## src/rtl/sap_cpu_core.sv

```systemverilog
// Multi-cycle accumulator CPU with on-chip program/data RAM.
// Two cycles per instruction: FETCH then EXEC; load/start only when idle.
module sap_cpu_core #(
  parameter int DATA_W = 8,
  parameter int ADDR_W = 4,
  parameter int OPC_W  = 4
) (
  input  logic              clk,
  input  logic              rst,
  input  logic              start,
  input  logic              prog_we,
  input  logic [ADDR_W-1:0] prog_addr,
  input  logic [DATA_W-1:0] prog_data,
  output logic [DATA_W-1:0] out_data,
  output logic              out_valid,
  output logic              busy,
  output logic              halted,
  output logic              cf,
  output logic              zf,
  output logic [ADDR_W-1:0] pc
);

  localparam int DEPTH = 2 ** ADDR_W;
  localparam int IMM_W = DATA_W - OPC_W;

  if (DATA_W < OPC_W + ADDR_W) begin : g_bad_widths
    $error("sap_cpu_core: DATA_W must be >= OPC_W + ADDR_W");
  end

  localparam logic [OPC_W-1:0] OP_LDA = OPC_W'(1);
  localparam logic [OPC_W-1:0] OP_ADD = OPC_W'(2);
  localparam logic [OPC_W-1:0] OP_SUB = OPC_W'(3);
  localparam logic [OPC_W-1:0] OP_STA = OPC_W'(4);
  localparam logic [OPC_W-1:0] OP_LDI = OPC_W'(5);
  localparam logic [OPC_W-1:0] OP_JMP = OPC_W'(6);
  localparam logic [OPC_W-1:0] OP_JC  = OPC_W'(7);
  localparam logic [OPC_W-1:0] OP_JZ  = OPC_W'(8);
  localparam logic [OPC_W-1:0] OP_OUT = OPC_W'(14);
  localparam logic [OPC_W-1:0] OP_HLT = OPC_W'(15);

  typedef enum logic [1:0] {
    S_IDLE,
    S_FETCH,
    S_EXEC,
    S_HALT
  } state_t;

  state_t            state_q, state_d;
  logic [ADDR_W-1:0] pc_q, pc_d;
  logic [DATA_W-1:0] a_q, a_d;
  logic [DATA_W-1:0] b_q, b_d;
  logic [DATA_W-1:0] ir_q, ir_d;
  logic              cf_q, cf_d;
  logic              zf_q, zf_d;
  logic [DATA_W-1:0] out_q, out_d;
  logic              ov_q, ov_d;
  logic [DATA_W-1:0] ram_q [DEPTH];

  logic              ram_we;
  logic [ADDR_W-1:0] ram_waddr;
  logic [DATA_W-1:0] ram_wdata;

  logic [OPC_W-1:0]  opcode;
  logic [ADDR_W-1:0] operand;
  logic [DATA_W-1:0] imm;
  logic [DATA_W-1:0] mem_rd;
  logic [DATA_W:0]   sum;
  logic [DATA_W-1:0] diff;

  assign opcode  = ir_q[DATA_W-1 -: OPC_W];
  assign operand = ir_q[ADDR_W-1:0];
  assign imm     = DATA_W'(ir_q[IMM_W-1:0]);
  assign mem_rd  = ram_q[operand];
  assign sum     = {1'b0, a_q} + {1'b0, mem_rd};
  assign diff    = a_q - mem_rd;

  always_comb begin
    state_d   = state_q;
    pc_d      = pc_q;
    a_d       = a_q;
    b_d       = b_q;
    ir_d      = ir_q;
    cf_d      = cf_q;
    zf_d      = zf_q;
    out_d     = out_q;
    ov_d      = 1'b0;
    ram_we    = 1'b0;
    ram_waddr = prog_addr;
    ram_wdata = prog_data;
    case (state_q)
      S_IDLE, S_HALT: begin
        ram_we = prog_we;
        if (start) begin
          state_d = S_FETCH;
          pc_d    = '0;
          a_d     = '0;
          cf_d    = 1'b0;
          zf_d    = 1'b0;
        end
      end
      S_FETCH: begin
        ir_d    = ram_q[pc_q];
        pc_d    = pc_q + 1'b1;
        state_d = S_EXEC;
      end
      S_EXEC: begin
        state_d = S_FETCH;
        case (opcode)
          OP_LDA: a_d = mem_rd;
          OP_ADD: begin
            b_d  = mem_rd;
            a_d  = sum[DATA_W-1:0];
            cf_d = sum[DATA_W];
            zf_d = (sum[DATA_W-1:0] == '0);
          end
          OP_SUB: begin
            b_d  = mem_rd;
            a_d  = diff;
            cf_d = (a_q >= mem_rd);
            zf_d = (diff == '0);
          end
          OP_STA: begin
            ram_we    = 1'b1;
            ram_waddr = operand;
            ram_wdata = a_q;
          end
          OP_LDI: a_d = imm;
          OP_JMP: pc_d = operand;
          OP_JC:  if (cf_q) pc_d = operand;
          OP_JZ:  if (zf_q) pc_d = operand;
          OP_OUT: begin
            out_d = a_q;
            ov_d  = 1'b1;
          end
          OP_HLT: state_d = S_HALT;
          default: ;
        endcase
      end
      default: state_d = S_IDLE;
    endcase
  end

  always_ff @(posedge clk) begin
    if (rst) begin
      state_q <= S_IDLE;
      pc_q    <= '0;
      a_q     <= '0;
      b_q     <= '0;
      ir_q    <= '0;
      cf_q    <= 1'b0;
      zf_q    <= 1'b0;
      out_q   <= '0;
      ov_q    <= 1'b0;
      for (int i = 0; i < DEPTH; i++) ram_q[i] <= '0;
    end else begin
      state_q <= state_d;
      pc_q    <= pc_d;
      a_q     <= a_d;
      b_q     <= b_d;
      ir_q    <= ir_d;
      cf_q    <= cf_d;
      zf_q    <= zf_d;
      out_q   <= out_d;
      ov_q    <= ov_d;
      if (ram_we) ram_q[ram_waddr] <= ram_wdata;
    end
  end

  // B is architectural state with no debug port of its own.
  logic unused_b;
  assign unused_b = ^b_q;

  assign out_data  = out_q;
  assign out_valid = ov_q;
  assign busy      = (state_q == S_FETCH) || (state_q == S_EXEC);
  assign halted    = (state_q == S_HALT);
  assign cf        = cf_q;
  assign zf        = zf_q;
  assign pc        = pc_q;

endmodule
```

## config.mk

```make
export PLATFORM = sky130hd
export DESIGN_NAME = sap_cpu_core
export DESIGN_NICKNAME = d
export VERILOG_FILES = /design/src/rtl/sap_cpu_core.sv
export SDC_FILE = /design/constraint.sdc
export NUM_CORES = 1
export LEC_CHECK = 0
export CAP_MARGIN = 20
export CORE_MARGIN = 1.5
export CORE_UTILIZATION = 30
export DETAILED_ROUTE_END_ITERATION = 7
export PLACE_DENSITY = 0.52
export SLEW_MARGIN = 15
export SYNTH_ARGS = -nofsm -noshare
export SYNTH_HDL_FRONTEND = slang
export SYNTH_SLANG_ARGS = --single-unit
```

## constraint.sdc

```tcl
create_clock -name clk -period 4.53 [get_ports clk]
set_input_delay 0.453 -clock clk [delete_from_list [all_inputs] [get_ports clk]]
set_output_delay 0.453 -clock clk [all_outputs]
set_load 0.03 [all_outputs]
```

; Yosys cells after proc, flatten, opt, wreduce, memory -nomap -nowiden
; Memory sizes are Yosys's and may differ from the RTL's. A register that Yosys moved wholly into a read port is not among the register bits.
; Index checks and enable logic that the tools add are counted.
[word_totals]
ff_bits = 25
latchBits = 0
mem_bits_rw = 128
romBits = 0
inputBits = 16
out_inout_bits = 17
word_cells = 75
mem_count = 1
[op_classes]
n_addsub = 3
n_mul = 0
div_mod_pow = 0
magnitude_cmp = 1
eq_ne = 19
shifts = 0
n_mux = 31
bitwise = 1
n_reduce_logical = 12
[mem_list]
columns = memory, depth, word_bits, rd, rd_clocked_by_memory_dff, write_ports, line
row1 = ram_q, 16, 8, 2, 1, 16, 57  ; logic [DATA_W-1:0] ram_q [DEPTH];
[op_table]
columns = op, n
row1 = $mux 8, 4
row2 = $pmux 8 s4, 1
row3 = $mux 4, 6
row4 = $pmux 4 s3, 2
row5 = $eq 4x3->1 const B, 4
row6 = $logic_not 8->1, 2
row7 = $pmux 8 s2, 1
row8 = $eq 4x4->1 const B, 3
row9 = $pmux 1 s2, 5
row10 = $add 8x8->9, 1
row11 = $mux 1, 9
row12 = $eq 4x2->1 const B, 2
row13 = $ge 8x8->1, 1
row14 = $reduce_or 8->1, 1
row15 = $sub 8x8->8, 1
row16 = $ne 3x3->1 const B, 2
row17 = $pmux 2 s3, 1
row18 = $reduce_and 3->1, 2
row19 = $ne 5x1->1 const B, 1
row20 = $add 4x1->4 const B, 1
row21 = $eq 2x2->1 const B, 2
row22 = $eq 4x1->1 const B, 1
row23 = $mux 2, 2
row24 = $ne 4x1->1 const B, 1
row25 = other kinds (10), 11

; Logic depth before layout (Yosys ltp)
[logic_depth]
ltp_word = 8
depth_mapped = 14
mapped_depth_nobuf = 12

; Worst setup path after synthesis
; Ideal clock, no wire load.
[synth_timing]
kind = reg-to-reg
from = register ir_q[1], read port of ram_q
to = register zf_q, in the netlist zf
setup_time_ns = 0.069
t_arrival_ns = 3.463
required_ns = 4.461
path_slack_ns = 0.998
path_stages_with_launch = 14
path_buffers = 3
synth_period_minus_slack_ns = 3.532
path_cell_list = dfxtp_1 buf_2 buf_1 mux4_2 mux4_2 inv_1 ha_1 clkbuf_1 nand2b_1 a2111oi_0 a211oi_1 a21oi_1 or4b_1 o21ai_1
[synth_via]
elab_chain_len = 5
word_cells_on_any_way = 7
cone_classes = add/sub (2) / mux (2) / reduce/logical (2) / memory (1)
[synth_lines]
columns = item, line
row1 = start: declaration, 52  ; logic [DATA_W-1:0] ir_q, ir_d;
row2 = $mem_v2 16x8 *, -
row3 = $sub 8x8->8 / $add 8x8->9 (equally long branches), "75, 74"
row4 = $logic_not 8->1 (on tied branches), "120, 114"
row5 = $pmux 1 s2 *, 108  ; case (opcode)
row6 = $pmux 1 s2 *, 90  ; case (state_q)
row7 = end signal: assignment, 162  ; zf_q <= zf_d;
row8 = end: declaration, 54  ; logic zf_q, zf_d;
; Mark *: on every way between the ends. The rest lies on a longest branch, timed or not.
; A chain may end at the register's enable or synchronous reset.

; Worst setup path after layout
[layout_timing]
from = register ir_q[0], read port of ram_q
to = register zf_q, in the netlist zf
; The elaborated chain is that of the path after synthesis.

==> results_dict.tcl <==
set metrics [dict create \
    grt_pass1_wl_mm 41.2 \
    clk_root_buffer_cell "clkbuf_16" \
    power_density_nw_per_um2 353 \
    die_h_um 179 \
    final.period_utilization 0.880 \
    place_congestion 0.892 \
    track_usage 0.179 \
    dp_hpwl_mm 19.9 \
    min_path_type "flip-flop to flip-flop" \
    seqPwrFrac 0.458 \
    switchingPower_uw 1070 \
    cts_hold_buf 0 \
    fin_ws_ns 0.544 \
    synth-seq-cells 161 \
    clock.fmax_mhz 251 \
    die_w_um 179 \
    first_global_vias 6364 \
    cts_resized 0 \
    rsz0062_at_grt "no" \
    worst_setup_path_end_kind "flip-flop" \
    cts_tree "yes" \
    antenna_found_initial 0 \
    layout.cells.most_common_list "nor2_1 (165), edfxtp_1 (128), mux4_2 (77), mux2i_1 (34), clkdlybuf4s50_1 (31)" \
    drive_above_1_share 0.182 \
    num_io_pins 33 \
    p_leak_uw 0.00374 \
    rows 64 \
    cts.htree.levels 4 \
    syn_inst 752 \
    ys.flop_type "edfxtp_1" \
    die_area_um2 32000 \
    power_uw 3740 \
    cp.arrival_ns 4.36 \
    peakVddDrop_v 0.000307 \
    tightest_slew_ns 1.06 \
    power_frac_clock 0.382 \
    ant_nets 0 \
    ys_warn_count 0 \
    grt_start_max_net_pins 44 \
    async_reset_ff_frac 0 \
    cts.sinks 161 \
    placed_cells 1149 \
    cap_violations 0 \
    first_iter_violations 666 \
    period_minus_slack_ns 3.99 \
    hold_viol_final 0 \
    placed_area_um2 10000 \
    finalNetCount 815 \
    syn-cell-area_um2 9290 \
    drt-pass1-iter-count 5 \
    synth_nets 794 \
    avgViaCountPerCell 5.46 \
    status "complete, no violations" \
    cts_buffers 17 \
    switching_share 0.285 \
    num_antenna_cells 0 \
    yosys.cell_types.count 69 \
    critPathRequiredTime_ns 4.90 \
    slew_viol_final 0 \
    start_util 0.305 \
    synth_area_per_cell_um2 12.4 \
    pre_cts_slack_ns 0.575 \
    crit_fanout 14 \
    final-setup-viol-count 0 \
    fin_cells 1182 \
    via_count 6458 \
    drc 0 \
    synth-edff-count 128 \
    clk_pin_slew_worst_paths_ns 0.07 \
    wl_per_cell_um 23.3 \
    final_common_cell "nor2_1" \
    cts_setup_buffers 0 \
    seq_area_frac_synth 0.485 \
    p_int_uw 2680 \
    maxSlewHeadroom 0.293 \
    path_class "flip-flop to flip-flop" \
    pwr-share-comb 0.161 \
    worstSetupStartpointType "flip-flop" \
    stdcell_area_um2 10600 \
    synthToLayoutAreaGrowth_pct 14.0 \
    ctsLongestPathBuffers 2 \
    clock_latency_ns 0.44 \
    fin_worst_skew_ns 0.0128 \
    wl_mm 27.5 \
    coreArea_um2 30500 \
    port_buffers 32 \
    grt-ovfl-total 0 \
    setup_tns_ns 0 \
]
==> synthesized netlist by cell type, types with 3 or more instances <==
cell,n,share of area
a31oi_1,3,0.0020
a221oi_1,4,0.0038
dfxtp_1,33,0.071
or3_1,5,0.0034
clkbuf_1,23,0.0093
and2_1,4,0.0027
nand3_1,9,0.0048
a211oi_1,5,0.0040
edfxtp_1,128,0.41
nor2b_1,7,0.0047
buf_2,16,0.0086
o21ai_0,14,0.0075
nand2_4,4,0.0048
nor3_1,13,0.0070
mux4_2,77,0.19
a22oi_1,6,0.0048
inv_1,23,0.0093
nand2_1,25,0.010
xor2_1,5,0.0047
o22ai_1,3,0.0020
nor2_1,165,0.067
buf_1,6,0.0024
mux2i_1,34,0.037
buf_4,3,0.0024
a21oi_1,17,0.0092
a221o_1,3,0.0032
and3_1,5,0.0034
nand2b_1,23,0.015
o21a_1,4,0.0032
nand3b_1,6,0.0048
xnor2_1,3,0.0028
ha_1,24,0.032
==> sequential cells by signal (all words and copies together) (netlist names) <==
register	cells
state_q	2
cf	1
pc	4
ir_q	8
out_valid	1
ram_q	128
a_q	8
out_data	8
zf	1
==> kinds of logic (layout without fill, tap and decap cells) <==
group	Yosys count	after routing	synth area share
adders and majority gates	26	26	0.0366
muxes	112	112	0.224
and+or+nand+nor	283	283	0.144
buffers and inverters	73	107	0.0337
xor gates and xnor gates	8	8	0.00754
AOI/OAI and AO/OA	89	89	0.0691
DFF	161	161	0.485
==> per-stage QoR <==
stage,utilization,hold WS [ns]
floorplan,-,0.480
global placement,0.329,0.472
detailed placement,0.329,0.487
CTS,0.347,0.503
global route,0.347,0.534
finish,0.347,0.501
==> final timing paths <==
path | from | end | slack (ns) | cells past startpoint
worst max-delay path | ir_q[0] | zf | 0.54 | 11
worst min-delay path | out_data[6] | out_data[6] | 0.50 | 2
worst max register to register | ir_q[0] | zf | 0.54 | 11
worst min register to register | out_data[6] | out_data[6] | 0.50 | 2
==> area by class of cell <==
type,count,area [um2]
Timing Repair Buffer,51,470
Sequential cell,161,4510
Tap cell,396,495
Inverter,24,90.1
Clock inverter,14,128
Fill cell,2965,19900
Multi-Input combinational cell,518,4470
Clock buffer,18,429
==> critical path, stage by stage, from the launching register on <==
cell,delay [ns]
dfxtp_2,0.66
mux4_2,0.57
mux2i_1,0.39
mux2i_1,0.27
inv_1,0.14
ha_1,0.32
or2_2,0.34
a2111oi_0,0.39
a211oi_1,0.12
a21oi_1,0.12
or4b_1,0.45
o21ai_1,0.14
==> metal layers <==
layer | wire length (um) | track usage | up-vias
met1 | 12200 | 0.246 | 3335
met5 | 0 | 0 | -
met2 | 13300 | 0.296 | 213
met4 | 372 | 0.0427 | 0
met3 | 1570 | 0.0282 | 25
li1 | - | - | 2885
==> power groups by stage <==
| stage | Combinational, uW | Sequential, uW | Clock [uW] |
|---|---|---|---|
| finish | 601 | 1710 | 1430 |
| global route | 651 | 1720 | 1490 |
| CTS | 599 | 1710 | 1440 |
| detailed placement | 597 | 1750 | 0 |
| global placement | 598 | 1740 | 0 |
| floorplan | 446 | 1700 | 0 |
Power figures use the tool's default switching activity.
